### src/rtl/masked_seq_detect.sv
// Serial pattern detector with per-bit care mask, runtime-loadable pattern/mask/mode,
// valid qualifier, overlap/non-overlap mode and a saturating hit counter.
module masked_seq_detect #(
    parameter int unsigned             SEQ_LEN = 9,
    parameter logic [SEQ_LEN-1:0]      PATTERN = 9'b011000110,
    parameter logic [SEQ_LEN-1:0]      MASK    = 9'b111000111,
    parameter logic                    OVERLAP = 1'b1,
    parameter int unsigned             CNT_W   = 8
) (
    input  logic               clk,
    input  logic               rst_n,
    input  logic               a,
    input  logic               a_valid,
    input  logic               cfg_we,
    input  logic [SEQ_LEN-1:0] cfg_pattern,
    input  logic [SEQ_LEN-1:0] cfg_mask,
    input  logic               cfg_overlap,
    input  logic               cnt_clr,
    output logic               match,
    output logic [CNT_W-1:0]   match_cnt,
    output logic               armed
);

    localparam int unsigned FillW = (SEQ_LEN > 2) ? $clog2(SEQ_LEN) : 1;
    localparam logic [FillW-1:0] FillLast = FillW'(SEQ_LEN - 1);
    localparam logic [CNT_W-1:0] CntMax = {CNT_W{1'b1}};

    typedef enum logic [0:0] {
        StFill,
        StArmed
    } state_e;

    state_e             state_q, state_d;
    // Oldest history bit is shifted out before it can ever be compared, so it is not stored.
    logic [SEQ_LEN-2:0] hist_q, hist_d;
    logic [FillW-1:0]   fill_q, fill_d;
    logic [SEQ_LEN-1:0] pat_q, pat_d;
    logic [SEQ_LEN-1:0] mask_q, mask_d;
    logic               ovl_q, ovl_d;
    logic               match_q, match_d;
    logic [CNT_W-1:0]   cnt_q, cnt_d;

    logic [SEQ_LEN-1:0] window;
    logic               window_full;
    logic               hit;
    logic [CNT_W-1:0]   cnt_base;

    always_comb begin
        window      = {hist_q, a};
        window_full = (state_q == StArmed) || (fill_q == FillLast);
        hit         = a_valid && !cfg_we && window_full
                      && (((window ^ pat_q) & mask_q) == '0);
    end

    always_comb begin
        state_d = state_q;
        hist_d  = hist_q;
        fill_d  = fill_q;
        pat_d   = pat_q;
        mask_d  = mask_q;
        ovl_d   = ovl_q;
        match_d = 1'b0;

        if (cfg_we) begin
            pat_d   = cfg_pattern;
            mask_d  = cfg_mask;
            ovl_d   = cfg_overlap;
            hist_d  = '0;
            fill_d  = '0;
            state_d = StFill;
        end else if (a_valid) begin
            hist_d  = window[SEQ_LEN-2:0];
            match_d = hit;
            unique case (state_q)
                StFill: begin
                    if (fill_q == FillLast) begin
                        if (hit && !ovl_q) begin
                            fill_d = '0;
                        end else begin
                            state_d = StArmed;
                        end
                    end else begin
                        fill_d = fill_q + FillW'(1);
                    end
                end
                StArmed: begin
                    if (hit && !ovl_q) begin
                        fill_d  = '0;
                        state_d = StFill;
                    end
                end
                default: state_d = StFill;
            endcase
        end
    end

    // Clear applies before the increment, so a coincident hit leaves a count of one.
    always_comb begin
        cnt_base = cnt_clr ? '0 : cnt_q;
        cnt_d    = cnt_base;
        if (hit && (cnt_base != CntMax)) begin
            cnt_d = cnt_base + CNT_W'(1);
        end
    end

    always_ff @(posedge clk) begin
        if (!rst_n) begin
            state_q <= StFill;
            hist_q  <= '0;
            fill_q  <= '0;
            pat_q   <= PATTERN;
            mask_q  <= MASK;
            ovl_q   <= OVERLAP;
            match_q <= 1'b0;
            cnt_q   <= '0;
        end else begin
            state_q <= state_d;
            hist_q  <= hist_d;
            fill_q  <= fill_d;
            pat_q   <= pat_d;
            mask_q  <= mask_d;
            ovl_q   <= ovl_d;
            match_q <= match_d;
            cnt_q   <= cnt_d;
        end
    end

    assign match     = match_q;
    assign match_cnt = cnt_q;
    assign armed     = (state_q == StArmed);

endmodule

### config.mk
export PLATFORM = sky130hd
export DESIGN_NAME = masked_seq_detect
export DESIGN_NICKNAME = d
export VERILOG_FILES = /design/src/rtl/masked_seq_detect.sv
export SDC_FILE = /design/constraint.sdc
export NUM_CORES = 1
export LEC_CHECK = 0
export ABC_AREA = 1
export BUFFER_PORTS_ARGS = -buffer_cell sky130_fd_sc_hd__buf_2
export CAP_MARGIN = 15
export CORE_ASPECT_RATIO = 0.6
export CORE_MARGIN = 2
export CORE_UTILIZATION = 30
export CTS_CLUSTER_DIAMETER = 80
export CTS_CLUSTER_SIZE = 14
export DETAILED_ROUTE_END_ITERATION = 10
export RECOVER_POWER = 50
export SYNTH_ARGS = -nofsm -noshare
export SYNTH_HDL_FRONTEND = slang
export SYNTH_SLANG_ARGS = --single-unit
### constraint.sdc
create_clock -name clk -period 1.6 [get_ports clk]
set_clock_uncertainty 0.1 [all_clocks]
set_input_delay 0.24 -clock clk [delete_from_list [all_inputs] [get_ports clk]]
set_output_delay 0.24 -clock clk [all_outputs]
set_load 0.01 [all_outputs]
# Word level (Yosys, flattened, before mapping)
# Index checks and enable logic that the tools add are counted.
[word_totals]
ff_bits = 41
input_bits = 25
word_cells = 36
[op_classes]
n_addsub = 2
n_eq_ne = 2
mux = 8
bitwise_logic = 5
reduce_logical = 11
[ops]
columns = ["operator", "count"]
rows = [
  ["8-bit 2-to-1 mux", 2],
  ["9-bit AND", 1],
  ["9-bit zero test", 1],
  ["9-bit XOR", 1],
  ["8-bit by 1-bit adder with 8-bit output (second input constant)", 1],
  ["4-bit 2-to-1 mux", 2],
  ["8-bit inequality test (second input constant)", 1],
  ["4-bit case mux with 2 select lines", 1],
  ["1-bit logical AND", 5],
  ["4-bit by 1-bit adder with 4-bit output (second input constant)", 1],
  ["4-bit equality test (second input constant)", 1],
  ["1-bit NOT", 3],
  ["3-bit OR reduction", 1],
  ["1-bit zero test", 2],
  ["1-bit 2-to-1 mux", 2],
  ["1-bit case mux with 2 select lines", 1],
  ["2-bit OR reduction", 1],
  ["1-bit logical OR", 1],
]

# Longest topological paths before layout
# Gate-level depths: netlist (run 1).
[logic_depth]
ltp_word = 8
mapped_depth = 11

# Worst setup path after synthesis (run 1)
# Ideal clock, no wire load.
[synth_timing]
path_type = "reg2reg"
from = "register cnt_q[1] (netlist: match_cnt[1])"
to = "register cnt_q[5] (netlist: match_cnt[5])"
arrival_time_ps = 1471
t_required_ps = 1434
path_slack_ps = -37
path_stages_with_launch = 10
n_path_buf = 0
path_cell_list = "dfxtp_1 inv_1 nor2_1 ha_1 inv_1 nor3_4 nand4_4 nand2_4 nand2_2 a21oi_2"
[synth_via]
elab_chain_cells = 4
elab_cells_between_ends = 5
cone_classes = "1 x add/sub; 1 x eq/ne; 2 x mux; 1 x reduce/logical"
[synth_lines]
columns = ["element", "line_no", "rtl"]
rows = [
  ["from (decl)", "41", "logic [CNT_W-1:0] cnt_q, cnt_d;"],
  ["from (signal assigned)", "124", "cnt_q <= cnt_d;"],
  ["8-bit 2-to-1 mux (*)", "99", "cnt_base = cnt_clr ? '0 : cnt_q;"],
  ["parallel branches: the longest is 2 deep, another holds 8-bit by 1-bit adder with 8-bit output", "n/a", ""],
  ["8-bit 2-to-1 mux (*)", "101", "if (hit && (cnt_base != CntMax)) begin"],
]
# Every way passes the cells marked *.
# A chain may end at the register's enable or synchronous reset.

# Final worst setup path (run 1)
[layout_timing]
from = "register cnt_q[1] (netlist: match_cnt[1])"
to = "register cnt_q[2] (netlist: match_cnt[2])"
# Same word-level chain as after synthesis.

==> results.md, run 1 <==
- Outcome: finished, violations left
- Failing checks: setup timing
- Flop pwr share: between 50% and 60%
- Syn Inst Count: 270
- Slowest-stage cell, CP: dfxtp_2
- Worst path bufs/invs: 3
- Die width: 108 microns
- Cell variety after synth: 27
- Vias in the first global route: around 1700
- Worst skew pair latency: roughly 0.29 ns
- Initial antenna violation count: 0
- Pint: 0.00150 W
- Synth warn: 0
- Layout area overhead: 36.5%
- Startpoint Class: flop
- Post-synthesis register bit count: 41
- Reg2reg end: match_cnt[2]$_SDFF_PN0_
- Req. time, crit path: ~1.7 ns
- Total routed wirelength: 5.11 mm
- Number of synthesized flops with an enable pin: 0
- Clock transition at path regs: 0.08 ns
- Cells on worst reg2reg path: 9
- Iter 0 DRT Violations: 96
- FMAX: about 600 MHz
- First-pass GRT wire length: roughly 8.3 mm
- Final RePlAce weighted congestion: around 0.85
- Synthesized area per cell: around 7.3 sq um
- Min-delay worst type: input port to flop
- Root Buffer: clkbuf_8
- RSZ-0062 raised after global routing: yes
- Average vias per placed instance: 4.55
- Number of routed nets with antenna violations: 0
- Crit-path max cell delay: about 0.35 ns
- Fin. max-slew vios: 0
- Critical path type: flop to flop
- Slew Limit Headroom: about 75%
- Hold Crit Endpoint: mask_q[7]$_SDFFE_PN1P_
- Comb pwr share: approximately 12%
- Ys async rst share: 0%
- Critical Path AT: approximately 1.7 ns
- Layout Nets: about 360
- First-pass iteration count of the detailed router: 4
- Worst path most repeated cell: inv_2
- Peak VDD IR: between 0.0005 and 0.0006 V
- Post-DP HPWL: around 3.6 mm
- Grt ovf: 0
- Worst hold path stage count: 3
- TritonCTS clock tree: done
- Tot GR Track Use: between 10 and 15%
- Crit-path leading delay family: simple AND/OR/NAND/NOR gates
- Rows: 22
- Pwr per Cell Area: between 700 and 800 mW/mm^2
- R2R Setup Slk: -0.04 ns
- Least-Margin Pin Slew: between 0.3 and 0.4 ns
- Sw frac: roughly a quarter
- Fin cells: around 420
- Max-cap check violation count: 0
- Layout cell share with drive strength beyond 1: 35.8%
- Fin crit share: 103%
- Clk pwr share: 34.5%
- # setup viols final: 8
- Clk sinks: 41
- Routed len/inst: 12.2 microns
- Placed insts: about 400
- Antenna fix cells: 0
- Post-synthesis sequential area ratio: a little over two fifths
- Max clock buf depth: 2
- # DRC: 0
- Die Area: about 0.0072 sq mm
- Worst Hold Launch: cfg_mask[7]
- Pre-CTS setup slack: -0.102 ns
- Initial Util: a little under a third
- Critical Path, Cell by Cell: inv_2 -> nor2_4 -> ha_2 -> inv_2 -> nor3_4 -> nand4_4 -> buf_4 -> nand3_1 -> a21oi_1
- Post-Syn Nets: 298
- Crit-path max FO: 4
- Pin count of the biggest net entering global routing: 18
- Ys flop type: dfxtp_1
- Core region area: slightly above 0.006 sq mm
- Vias: 1907
- Fin. Hold Viols: 0
- CTS H-Tree Depth: 2
- PnR worst setup slack: -0.0418 ns
- RR Startpoint: match_cnt[1]$_SDFF_PN0_
- Period minus WS final: ~1.6 ns
- Sw power: 0.000517 W
- TritonCTS Buffers: 5
- Port bufs: 34
- Nature of the critical path endpoint: flop
- Die Y: 66.6 microns
- Post-synth design cell area: between 0.0015 and 0.002 sq mm
- I/O pin count: 35
- Leakage: 1.26 nW
[metal layers]
metal | vias up | track usage, % | part of all wire [%]
met5 | - | 0 | 0
met4 | 0 | 3.69 | 1.0
met3 | 5 | 4.11 | 3.8
met2 | 31 | 19.8 | 40
met1 | 866 | 23.2 | 55
li1 | 1005 | - | -
[synth_stat cells (5+ instances only)]
| cell type | number | area, sq um |
|---|---|---|
| clkbuf_1 | 7 | 26.3 |
| xor2_1 | 5 | 43.8 |
| nand3_1 | 29 | 145 |
| nor2_1 | 26 | 97.6 |
| a21oi_1 | 25 | 125 |
| o21ai_0 | 22 | 110 |
| inv_1 | 32 | 120 |
| dfxtp_1 | 41 | 821 |
| nand2_1 | 52 | 195 |
[layout by cell type (no fill, tap or decap), types with 2 or more instances in the layout]
cell      netlist  layout
nor2_4          0       4
buf_2           0      34
nand2_1        52      47
a21oi_2         3       7
clkbuf_8        0       6
buf_4           0      29
dfxtp_2         0       4
nor2_1         26      24
nand2_4         2       5
a21oi_1        25      21
nand2_2         3       5
dfxtp_1        41      37
xor2_1          5       4
o21ai_0        22      22
nand3_2         1       5
inv_1          32      27
nand4_4         1       2
inv_2           3       8
buf_6           1       2
nand3_1        29      24
nor3_1          3       3
[how the worst max path moves through the flow]
stage	cells past startpoint	to	from	slack, ns
5_1_grt	9	match_cnt[2]$_SDFF_PN0_	match_cnt[1]$_SDFF_PN0_	-0.16
6_report	9	match_cnt[2]$_SDFF_PN0_	match_cnt[1]$_SDFF_PN0_	-0.04
3_5_place_dp	9	match_cnt[6]$_SDFF_PN0_	cnt_clr	-0.10
2_1_floorplan	9	match_cnt[5]$_SDFF_PN0_	match_cnt[1]$_SDFF_PN0_	0.001
3_3_place_gp	9	match_cnt[6]$_SDFF_PN0_	cnt_clr	-0.04
4_1_cts	11	match_cnt[5]$_SDFF_PN0_	fill_q[1]$_SDFFE_PP0P_	-0.06
[through the flow]
stage	util [%]	total power (W)	area, sq um	hold slack [ns]	TNS [ns]
finish	43.1	0.00201	2680	0.0540	-0.214
global route	43.1	0.00212	2680	0.0520	-1.36
CTS	41.4	0.00202	2570	0.0458	-0.364
detailed placement	37.9	0.00132	2360	0.346	-0.744
global placement	37.9	0.00132	2360	0.346	-0.311
floorplan	-	0.00124	1960	0.262	0
[final cells by class]
type | count | area (sq um)
inverters | 35 | 131
clock buffers | 6 | 82.6
repair buffers | 65 | 410
well taps | 84 | 105
multi-input cells | 187 | 1120
clock inverters | 1 | 7.51
flip-flops and latches | 41 | 826
fillers | 683 | 3540
[logic make-up (layout without fill, tap and decap cells)]
| logic type | count (synthesis) | in the layout | share of synthesized area, % |
|---|---|---|---|
| compound gates | 52 | 52 | 14.1 |
| simple gates | 125 | 126 | 30.9 |
| flops | 41 | 41 | 41.8 |
| fa+ha+maj | 3 | 3 | 1.91 |
| xor+xnor | 6 | 6 | 2.68 |
| buf+inv | 43 | 107 | 8.61 |
[what timing repair did]
action | in CTS | in global routing
setup endpoints to repair | 12 | 13
cloned | 1 | 0
setup buffers | 7 | 4
hold buffers | 0 | 0
resized for setup | 22 | 19
pin swaps | 17 | 17
[power by group through the flow]
| stage | logic [W] | registers (W) | clock network (W) |
|---|---|---|---|
| final | 0.000231 | 0.00109 | 0.000694 |
| after global routing | 0.000264 | 0.00109 | 0.000764 |
| after CTS | 0.000221 | 0.00109 | 0.000716 |
| after detailed placement | 0.000214 | 0.00111 | 0 |
| after global placement | 0.000210 | 0.00111 | 0 |
| after floorplan | 0.000131 | 0.00110 | 0 |
[flip-flops by register name, indices dropped and copies added (netlist names)]
register / cells
pat_q: 9
match_cnt: 8
hist_q: 8
armed: 1
match: 1
ovl_q: 1
fill_q: 4
mask_q: 9
[worst register-to-register path: stages (launching register included)]
cell and delay (ns):
dfxtp_2 0.35, inv_2 0.04, nor2_4 0.10, ha_2 0.17, inv_2 0.05, nor3_4 0.20
nand4_4 0.18, buf_4 0.18, nand3_1 0.08, a21oi_1 0.06
Note: power is estimated with default switching activity, not from simulation.
==> inputs of run 2 (changes only) <==
--- a/config.mk
+++ b/config.mk
@@ -14,7 +14,9 @@
 export CTS_CLUSTER_DIAMETER = 80
 export CTS_CLUSTER_SIZE = 14
 export DETAILED_ROUTE_END_ITERATION = 10
+export MAX_ROUTING_LAYER = met4
 export RECOVER_POWER = 50
+export SKIP_LAST_GASP = 1
 export SYNTH_ARGS = -nofsm -noshare
 export SYNTH_HDL_FRONTEND = slang
 export SYNTH_SLANG_ARGS = --single-unit
==> results.md, run 2 (synthesized netlist as in run 1, its figures left out) <==
- Max clock buf depth: 2
- Die Y: 66.6 microns
- RSZ-0062 raised after global routing: yes
- Die Area: 0.00722 sq mm
- Pint: approximately 0.0017 W
- Routed len/inst: between 10 and 15 microns
- Crit-path leading delay family: simple AND/OR/NAND/NOR gates
- Startpoint Class: flop
- Clk pwr share: about 40%
- Least-Margin Pin Slew: approximately 0.42 ns
- R2R Setup Slk: -0.05 ns
- Sw power: 0.000528 W
- Layout cell share with drive strength beyond 1: between 30% and 40%
- Number of routed nets with antenna violations: 0
- Leakage: 1.27 nW
- PnR worst setup slack: -0.0548 ns
- Most frequent cells in the layout: 46 x nand2_1, 37 x dfxtp_1, 33 x buf_2
- Worst path bufs/invs: 3
- Total routed wirelength: between 5 and 6 mm
- Vias: 1905
- Largest regs: mask_q x9, pat_q x9
- Fin. Hold Viols: 0
- Initial Util: 31.5%
- Min-delay worst type: input port to flop
- Outcome: finished, violations left
- Grt ovf: 0
- Critical path type: flop to flop
- CTS H-Tree Depth: 2
- Sw frac: about 24%
- Post-DP HPWL: about 3.7 mm
- Power, Total: about 0.0022 W
- Antenna fix cells: 0
- Req. time, crit path: between 1.5 and 2 ns
- Rows: 22
- Nature of the critical path endpoint: flop
- Tot GR Track Use: roughly 15%
- Max-cap check violation count: 0
- # DRC: 0
- Clk sinks: 41
- Cells on worst reg2reg path: 9
- Worst hold path stage count: 3
- Core region area: around 0.0062 sq mm
- Slowest-stage cell, CP: dfxtp_2
- Iter 0 DRT Violations: between 100 and 150
- Final Util: between 40% and 50%
- RR Startpoint: match_cnt[1]$_SDFF_PN0_
- Flop pwr share: roughly half
- Clock transition at path regs: 0.08 ns
- I/O pin count: 35
- Average vias per placed instance: ~4.5
- Final RePlAce weighted congestion: approximately 0.90
- Total negative slack: -0.377 ns
- Reg2reg end: match_cnt[1]$_SDFF_PN0_
- Die width: around 110 microns
- FMAX: between 600 and 700 MHz
- # setup viols final: 8
- First-pass GRT wire length: a little over 8 mm
- First-pass iteration count of the detailed router: 5
- Worst path most repeated cell: inv_2
- Critical Path, Cell by Cell: inv_2 -> nor2_4 -> ha_2 -> inv_2 -> nor3_4 -> nand4_4 -> buf_12 -> nand3_2 -> a21oi_2
- WHS: between 0.05 and 0.06 ns
- Hold Crit Endpoint: mask_q[6]$_SDFFE_PN1P_
- Crit-path max FO: 4
- Commonest non-fill, non-tap cell in the layout: nand2_1
- Post-CTS Hold Fix Bufs: 0
- Initial antenna violation count: 0
- Period minus WS final: 1.65 ns
- Worst Hold Launch: cfg_mask[6]
- Root Buffer: clkbuf_8
- Slew Limit Headroom: 71.9%
- Vias in the first global route: ~1700
- Crit-path max cell delay: ~0.34 ns
- Layout Nets: roughly 360
- Failing checks: setup timing
- Layout area overhead: 38.5%
- Worst skew pair latency: roughly 0.29 ns
- Critical Path AT: 1.74 ns
- Fin crit share: 103%
- Comb pwr share: about a tenth
- Peak VDD IR: 0.000351 V
- Pwr per Cell Area: around 800 mW/mm^2
- TritonCTS Buffers: 5
- Pin count of the biggest net entering global routing: 24
- Fin. max-slew vios: 0
- TritonCTS clock tree: done
- Port bufs: 34
run 2: layer usage:
metal	wire [microns]	global-route usage, %	vias up
met4	53	3.53	0
met2	2080	20.4	38
met1	2760	22.1	855
met3	236	3.82	7
met5	0	-	-
li1	-	-	1005
run 2: metrics by stage:
step                cells  cell area [sq um]  setup WS, ns
CTS                   415               2570       -0.0652
detailed placement    402               2360       -0.0993
global route          420               2720        -0.163
floorplan             270               1960       0.00139
finish                420               2720       -0.0548
global placement      402               2360       -0.0293
run 2: worst max-delay path by stage:
stage                                  from                 endpoint  slack [ns]  cells after the start
finish              match_cnt[1]$_SDFF_PN0_  match_cnt[1]$_SDFF_PN0_       -0.05                      9
global route        match_cnt[1]$_SDFF_PN0_  match_cnt[4]$_SDFF_PN0_       -0.16                      9
CTS                 match_cnt[0]$_SDFF_PN0_  match_cnt[4]$_SDFF_PN0_       -0.07                      9
detailed placement                  cnt_clr  match_cnt[5]$_SDFF_PN0_        -0.1                      9
global placement                    cnt_clr  match_cnt[1]$_SDFF_PN0_       -0.03                      9
floorplan           match_cnt[1]$_SDFF_PN0_  match_cnt[5]$_SDFF_PN0_       0.001                      9
run 2: area by class of cell:
cell class / count / area, sq um
multi-input cells: 188 / 1130
clock inverters: 1 / 30.0
flip-flops and latches: 41 / 826
inverters: 35 / 131
clock buffers: 7 / 86.3
fillers: 648 / 3500
well taps: 84 / 105
repair buffers: 64 / 407
run 2: tightest hold or removal path: stages:
cell and delay [ns]:
buf_2 0.07, nand2_1 0.04, nand3_1 0.06
run 2: power by group through the flow:
| stage | sequential (W) | combinational [W] | clock [W] |
|---|---|---|---|
| after global placement | 0.00111 | 0.000211 | 0 |
| after floorplan | 0.00110 | 0.000131 | 0 |
| final | 0.00109 | 0.000234 | 0.000871 |
| after detailed placement | 0.00111 | 0.000213 | 0 |
| after global routing | 0.00109 | 0.000267 | 0.000942 |
| after CTS | 0.00109 | 0.000225 | 0.000891 |
run 2: repair_timing:
item	in CTS	in global routing
buffers inserted	3	5
gates resized for setup	18	22
gates cloned	2	0
setup endpoints to repair	12	12
pin swaps	16	14
